**src/rtl/time_base_pkg.sv**
```systemverilog
// Shared constants and types for the time-base divide controller.
package time_base_pkg;
  localparam logic [1:0] ADDR_TIC   = 2'd0;
  localparam logic [1:0] ADDR_ACCUM = 2'd1;
  localparam logic [1:0] ADDR_CTRL  = 2'd2;

  localparam int CTRL_FORCE_BIT = 0;
  localparam int CTRL_CLEAR_BIT = 1;

  localparam logic [23:0] DEF_TIC_DIVIDE_C   = 24'h3D08FF;
  localparam logic [23:0] DEF_ACCUM_DIVIDE_C = 24'h004E1F;

  typedef enum logic {
    ST_IDLE,
    ST_PENDING
  } chan_state_e;
endpackage

```
**src/rtl/time_base_ctrl_if.sv**
```systemverilog
// Host write bus into the time-base controller.
interface time_base_ctrl_if;
  logic        wr_en;
  logic [1:0]  wr_addr;
  logic [23:0] wr_data;

  modport master (output wr_en, output wr_addr, output wr_data);
  modport slave  (input  wr_en, input  wr_addr, input  wr_data);
endinterface

```
**src/rtl/tb_shadow_reg.sv**
```systemverilog
// One divide channel: host shadow register, active register and a deferred-apply FSM
// that commits the shadow on the channel's reload event.
module tb_shadow_reg
  import time_base_pkg::*;
#(
  parameter logic [23:0] RST_VAL = 24'h0
) (
  input  logic        clk,
  input  logic        rstn,
  input  logic        load,
  input  logic [23:0] load_data,
  input  logic        force_apply,
  input  logic        event_i,
  output logic [23:0] active_o,
  output logic        pending_o
);
  chan_state_e state_q, state_d;
  logic [23:0] shadow_q, shadow_d;
  logic [23:0] active_q, active_d;

  always_comb begin
    state_d  = state_q;
    shadow_d = shadow_q;
    active_d = active_q;
    if (force_apply) begin
      active_d = shadow_q;
      state_d  = ST_IDLE;
    end else begin
      // Event commits the pre-edge shadow; a coincident load re-arms with the new value.
      if (state_q == ST_PENDING && event_i) begin
        active_d = shadow_q;
        state_d  = ST_IDLE;
      end
      if (load) begin
        shadow_d = load_data;
        state_d  = ST_PENDING;
      end
    end
  end

  always_ff @(posedge clk) begin
    if (!rstn) begin
      state_q  <= ST_IDLE;
      shadow_q <= RST_VAL;
      active_q <= RST_VAL;
    end else begin
      state_q  <= state_d;
      shadow_q <= shadow_d;
      active_q <= active_d;
    end
  end

  assign active_o  = active_q;
  assign pending_o = (state_q == ST_PENDING);
endmodule

```
**src/rtl/time_base_ctrl.sv**
```systemverilog
// Host-facing control for the time base: double-buffered divide values, sticky
// accumulation interrupt with missed-event count, and a TIC epoch counter.
module time_base_ctrl
  import time_base_pkg::*;
#(
  parameter logic [23:0] DEF_TIC_DIVIDE   = DEF_TIC_DIVIDE_C,
  parameter logic [23:0] DEF_ACCUM_DIVIDE = DEF_ACCUM_DIVIDE_C
) (
  input  logic               clk,
  input  logic               rstn,
  time_base_ctrl_if.slave    host,
  input  logic               pre_tic_enable,
  input  logic               tic_enable,
  input  logic               accum_enable,
  input  logic               int_ack,
  output logic [23:0]        tic_divide,
  output logic [23:0]        accum_divide,
  output logic               tic_pending,
  output logic               accum_pending,
  output logic               accum_int,
  output logic [7:0]         missed_count,
  output logic [15:0]        tic_epoch
);
  logic ctrl_wr, force_apply, clear_cnt;
  logic tic_load, accum_load;

  assign ctrl_wr     = host.wr_en && (host.wr_addr == ADDR_CTRL);
  assign force_apply = ctrl_wr && host.wr_data[CTRL_FORCE_BIT];
  assign clear_cnt   = ctrl_wr && host.wr_data[CTRL_CLEAR_BIT];
  assign tic_load    = host.wr_en && (host.wr_addr == ADDR_TIC);
  assign accum_load  = host.wr_en && (host.wr_addr == ADDR_ACCUM);

  tb_shadow_reg #(.RST_VAL(DEF_TIC_DIVIDE)) u_tic_chan (
    .clk        (clk),
    .rstn       (rstn),
    .load       (tic_load),
    .load_data  (host.wr_data),
    .force_apply(force_apply),
    .event_i    (pre_tic_enable),
    .active_o   (tic_divide),
    .pending_o  (tic_pending)
  );

  tb_shadow_reg #(.RST_VAL(DEF_ACCUM_DIVIDE)) u_accum_chan (
    .clk        (clk),
    .rstn       (rstn),
    .load       (accum_load),
    .load_data  (host.wr_data),
    .force_apply(force_apply),
    .event_i    (accum_enable),
    .active_o   (accum_divide),
    .pending_o  (accum_pending)
  );

  logic        accum_int_q, accum_int_d;
  logic [7:0]  missed_count_q, missed_count_d;
  logic [15:0] tic_epoch_q, tic_epoch_d;

  always_comb begin
    accum_int_d    = accum_int_q;
    missed_count_d = missed_count_q;
    tic_epoch_d    = tic_epoch_q;
    // A new event beats a coincident acknowledge.
    if (accum_enable)  accum_int_d = 1'b1;
    else if (int_ack)  accum_int_d = 1'b0;
    if (clear_cnt) begin
      missed_count_d = 8'h00;
      tic_epoch_d    = 16'h0000;
    end else begin
      if (accum_enable && accum_int_q && !int_ack && missed_count_q != 8'hFF)
        missed_count_d = missed_count_q + 8'd1;
      if (tic_enable)
        tic_epoch_d = tic_epoch_q + 16'd1;
    end
  end

  always_ff @(posedge clk) begin
    if (!rstn) begin
      accum_int_q    <= 1'b0;
      missed_count_q <= 8'h00;
      tic_epoch_q    <= 16'h0000;
    end else begin
      accum_int_q    <= accum_int_d;
      missed_count_q <= missed_count_d;
      tic_epoch_q    <= tic_epoch_d;
    end
  end

  assign accum_int    = accum_int_q;
  assign missed_count = missed_count_q;
  assign tic_epoch    = tic_epoch_q;
endmodule

```
**src/flat_wrapper.sv**
```systemverilog
// flat-port wrapper written by rule: the top's interface ports become plain ports
module time_base_ctrl_flat import time_base_pkg::*;
#(
  parameter logic [23:0] DEF_TIC_DIVIDE   = DEF_TIC_DIVIDE_C,
  parameter logic [23:0] DEF_ACCUM_DIVIDE = DEF_ACCUM_DIVIDE_C
)
  (clk, rstn, pre_tic_enable, tic_enable, accum_enable, int_ack, tic_divide, accum_divide, tic_pending, accum_pending, accum_int, missed_count, tic_epoch, host_wr_en, host_wr_addr, host_wr_data);
  time_base_ctrl_if host_i ();
  input  logic clk;
  input  logic rstn;
  input  logic pre_tic_enable;
  input  logic tic_enable;
  input  logic accum_enable;
  input  logic int_ack;
  output logic [23:0] tic_divide;
  output logic [23:0] accum_divide;
  output logic tic_pending;
  output logic accum_pending;
  output logic accum_int;
  output logic [7:0] missed_count;
  output logic [15:0] tic_epoch;
  input wire logic [$bits(host_i.wr_en)-1:0] host_wr_en;
  input wire logic [$bits(host_i.wr_addr)-1:0] host_wr_addr;
  input wire logic [$bits(host_i.wr_data)-1:0] host_wr_data;
  assign host_i.wr_en = host_wr_en;
  assign host_i.wr_addr = host_wr_addr;
  assign host_i.wr_data = host_wr_data;
  time_base_ctrl #(.DEF_TIC_DIVIDE(DEF_TIC_DIVIDE), .DEF_ACCUM_DIVIDE(DEF_ACCUM_DIVIDE)) u_core (.clk(clk), .rstn(rstn), .host(host_i), .pre_tic_enable(pre_tic_enable), .tic_enable(tic_enable), .accum_enable(accum_enable), .int_ack(int_ack), .tic_divide(tic_divide), .accum_divide(accum_divide), .tic_pending(tic_pending), .accum_pending(accum_pending), .accum_int(accum_int), .missed_count(missed_count), .tic_epoch(tic_epoch));
endmodule
```
**config.mk**
```make
export PLATFORM = sky130hd
export DESIGN_NAME = time_base_ctrl_flat
export DESIGN_NICKNAME = d
export VERILOG_FILES = /design/src/rtl/time_base_pkg.sv /design/src/rtl/time_base_ctrl_if.sv /design/src/rtl/tb_shadow_reg.sv /design/src/rtl/time_base_ctrl.sv /design/src/flat_wrapper.sv
export SDC_FILE = /design/constraint.sdc
export NUM_CORES = 1
export LEC_CHECK = 0
export CORE_MARGIN = 2
export CORE_UTILIZATION = 30
export CTS_CLUSTER_DIAMETER = 120
export CTS_CLUSTER_SIZE = 40
export DETAILED_ROUTE_END_ITERATION = 6
export SLEW_MARGIN = 5
export SYNTH_ARGS = -nofsm -noshare
export SYNTH_HDL_FRONTEND = slang
export SYNTH_SLANG_ARGS = --single-unit
```
**constraint.sdc**
```tcl
create_clock -name clk -period 4.4 [get_ports clk]
set_input_delay 0.88 -clock clk [delete_from_list [all_inputs] [get_ports clk]]
set_output_delay 0.88 -clock clk [all_outputs]
set_load 0.05 [all_outputs]
```
==> run_results.csv <==
group,metric,value,unit
critical_path,cpMaxStageDelayCell,"clkdlybuf4s50_1",
global_route,grt_pass1_vias,3881,
global_route,busiest_layer,"met2",
critical_path,path_cells,"clkdlybuf4s50_1",
critical_path,critical_path_required,3520,ps
place,place.gp.congestion,0.802,
global_route,grt_usage,15.4,%
synth,yosys.area.top_type,"dfxtp_1",
synth,synth.avg_cell_area,8.08,µm²
clock_network,post_cts_buffers,0,
critical_path,arrival,1770,ps
synth,synth.yosys.seq_area_share,54.6,%
route,wl_per_cell,14.2,µm
layout,design_area,6290,µm²
timing,finalMaxSlewViolations,0,
floorplanning,die_x,127,µm
timing,tightest_slew,1200,ps
global_route,grt_pass1_wl,19500,µm
synth,ys_top_cells_by_count,"205 x nand2_1, 123 x dfxtp_1, 63 x a21oi_1",
critical_path,critPathLaunch,"u_core.tic_epoch[5]$_SDFFE_PP0P_",
route,wirelength,12100,µm
synth,synthFlopType,"dfxtp_1",
critical_path,worstPathMaxFanout,7,
timing,layout_worst_path_cycle_share,60.2,%
clock_network,cts-buffers-inserted,17,
critical_path,critical-path-top-delay-family,"buffers and inverters",
worst_hold_path,min_path_type,"flip-flop to flip-flop",
synth,syn_nets,593,
floorplanning,dieArea,16000,µm²
timing,setup_viol_count_final,0,
synth,syn_area,4510,µm²
route,dr.pass1.iters,6,
pwr,power_density,441,nW/µm²
route,antenna_left,0,
synth,synthTopCellsByArea,"dfxtp_1 55%, nand2_1 17%, a21oi_1 7.0%, nand3_1 5.7%, xor2_1 2.1%",
timing,fmax,377,MHz
synth,ys_async_sr_fraction,0,%
synth,ys_ff_latch,123,
floorplanning,core.rowCount,44,
outcome,status,"finished, final reports clean",
synth,yosysMostFrequentCell,"nand2_1",
layout,fillerInstances,1413,
clock_network,cts_sinks,123,
place,placed_area,5710,µm²
synth,ys_types,33,
route,vias,4020,
critical_path,crit_cells,1,
pwr,total_leakage_power,2.45,nW
floorplanning,initial_utilization,30.9,%
critical_path,critical_path_class,"flip-flop to primary output",
global_route,gr-usage-met3,5.99,%
place,dpl.cell_count,820,
critical_path,critPathBufInv,1,
timing,tns,0,ps
global_route,use_met1,18.0,%
global_route,antenna_found_initial,0,
route,drc,0,
flow_run,maxCapViolations,0,
synth,synth_top_cell_area_share,54.6,%
floorplanning,fp.dieH,127,µm
layout,final_net_count,690,
timing,hold_viol_final,0,
clock_network,postCtsHoldBufs,0,
timing,clock_skew,11.8,ps
critical_path,rrSetupSlack,2720,ps
critical_path,setup.worst_path.end_class,"primary output",
layout,final_cell_count_no_fill,852,
global_route,use_met2,25.4,%
timing,rsz0062_at_grt,"no",
timing,worst_slack,1750,ps
clock_network,clk_pin_slew,60,ps
place,place_worst_setup_slack,1390,ps
timing,relSlewSlack,19.7,%
critical_path,slowest_delay,870,ps
clock_network,post_cts_resized,0,
pwr,vdd_ir_drop_max,295,µV
critical_path,cp-endpoint,"tic_epoch[5]",
place,dpl.hpwl,8130,µm
clock_network,cts_tree,"done",
place,portBuffers,107,
critical_path,startpoint_type,"flip-flop",
global_route,grt_overflow_total,0,
clock_network,clock_latency,420,ps
synth,syn-instance-count,558,
critical_path,worst-r2r-cell-count,3,
clock_network,h-tree-depth,4,
synth,yosysWarningCount,0,
layout,n_antenna_cell,0,
critical_path,worstReg2RegStart,"u_core.u_tic_chan.pending_o$_SDFFE_PP0P_",
global_route,grt_max_degree,51,
layout,syn_to_final_growth,39.6,%
floorplanning,core,14600,µm²
synth,synth_edf_count,0,
route,drtIter0Drc,180,
route,via_per_inst,4.72,
timing,min_period,2650,ps
pwr,power,2.77,mW
clock_network,cts_buffer_depth,2,
layout,final_layout_size_suffix_gt1_share,6.44,%
clock_network,clockRootBuffer,"clkbuf_16",
floorplanning,io_pins,108,
critical_path,r2r-end,"u_core.u_tic_chan.active_o[17]$_SDFFE_PN0P_",
[worst min-delay path by stage]
| stage | from | end | cells past startpoint | slack [ps] |
|---|---|---|---|---|
| after detailed placement | u_core.u_tic_chan.active_o[10]$_SDFFE_PN0P_ | u_core.u_tic_chan.active_o[10]$_SDFFE_PN0P_ | 2 | 450 |
| after global routing | u_core.u_tic_chan.shadow_q[22]$_SDFFE_PN0P_ | u_core.u_tic_chan.active_o[22]$_SDFFE_PN0P_ | 2 | 460 |
| final | u_core.u_tic_chan.shadow_q[13]$_SDFFE_PN0P_ | u_core.u_tic_chan.active_o[13]$_SDFFE_PN0P_ | 2 | 450 |
| after CTS | u_core.u_tic_chan.shadow_q[22]$_SDFFE_PN0P_ | u_core.u_tic_chan.active_o[22]$_SDFFE_PN0P_ | 2 | 450 |
| after floorplan | u_core.u_accum_chan.shadow_q[23]$_SDFFE_PN0P_ | u_core.u_accum_chan.active_o[23]$_SDFFE_PN0P_ | 2 | 440 |
| after global placement | u_core.u_tic_chan.active_o[23]$_SDFFE_PN0P_ | u_core.u_tic_chan.active_o[23]$_SDFFE_PN0P_ | 2 | 440 |
[cell type report]
class / instances / area (µm²) / area share [%]
clock buffer: 21 / 470 / 7.48
clock inverter: 11 / 118 / 1.87
inverter: 3 / 11.3 / 0.179
tap: 184 / 230 / 3.66
sequential: 123 / 2460 / 39.1
multi-input combinational: 400 / 1910 / 30.4
timing repair buffer: 110 / 1090 / 17.3
[flip-flops by register name (all words and copies together) (netlist names)]
name	count
u_core.missed_count	8
u_core.accum_int	1
u_core.tic_epoch	16
u_core.u_tic_chan.pending_o	1
u_core.u_tic_chan.shadow_q	24
u_core.u_tic_chan.active_o	24
u_core.u_accum_chan.shadow_q	24
u_core.u_accum_chan.active_o	24
u_core.u_accum_chan.pending_o	1
[layer usage]
metal | vias up | part of all wire (%)
li1 | 2039 | -
met1 | 1883 | 45
met2 | 82 | 47
met3 | 16 | 6.6
met4 | 0 | 1.5
met5 | - | 0
[cell usage in the layout, fill, tap and decap left out, types with 2 or more instances in the layout]
cell and n:
nand2_1 205, dfxtp_1 123, clkdlybuf4s50_1 106, a21oi_1 61
nand3_1 51, nor2_1 17, clkbuf_16 17, xor2_1 11
nand4_1 7, and3_1 6, o21ai_0 5, or3_1 5
clkinv_2 5, and4_1 3, xnor2_1 3, clkbuf_8 3
buf_4 3, and4b_1 2, a21oi_2 2, nand4b_1 2
mux2i_1 2, o31ai_1 2, or4_1 2, inv_1 2
nand2b_1 2, ha_1 2, bufinv_16 2, clkinvlp_4 2
[through the flow]
stage | utilization (%) | hold WS (ps)
CTS | 43.1 | 452
floorplan | - | 436
global route | 43.1 | 464
global placement | 39.1 | 439
finish | 43.1 | 453
detailed placement | 39.1 | 447
[report_power, final]
part / switching (mW) / internal [mW] / total [mW] / leakage [nW]
combinational: 0.148 / 0.0826 / 0.230 / 1.16
sequential: 0.0205 / 1.15 / 1.17 / 1.00
clock: 0.499 / 0.875 / 1.37 / 0.289
total: 0.667 / 2.11 / 2.77 / 2.45
[logic make-up after synthesis]
| family | share of synthesized area, % |
|---|---|
| adder cells (fa/ha/maj) | 0.555 |
| multiplexers | 0.444 |
| XOR/XNOR | 2.72 |
| flip-flops | 54.6 |
| buffers and inverters | 3.25 |
| AND/OR/NAND/NOR | 30.1 |
| AO/OA/AOI/OAI | 8.33 |
No activity file was read; power rests on OpenSTA's default activity.
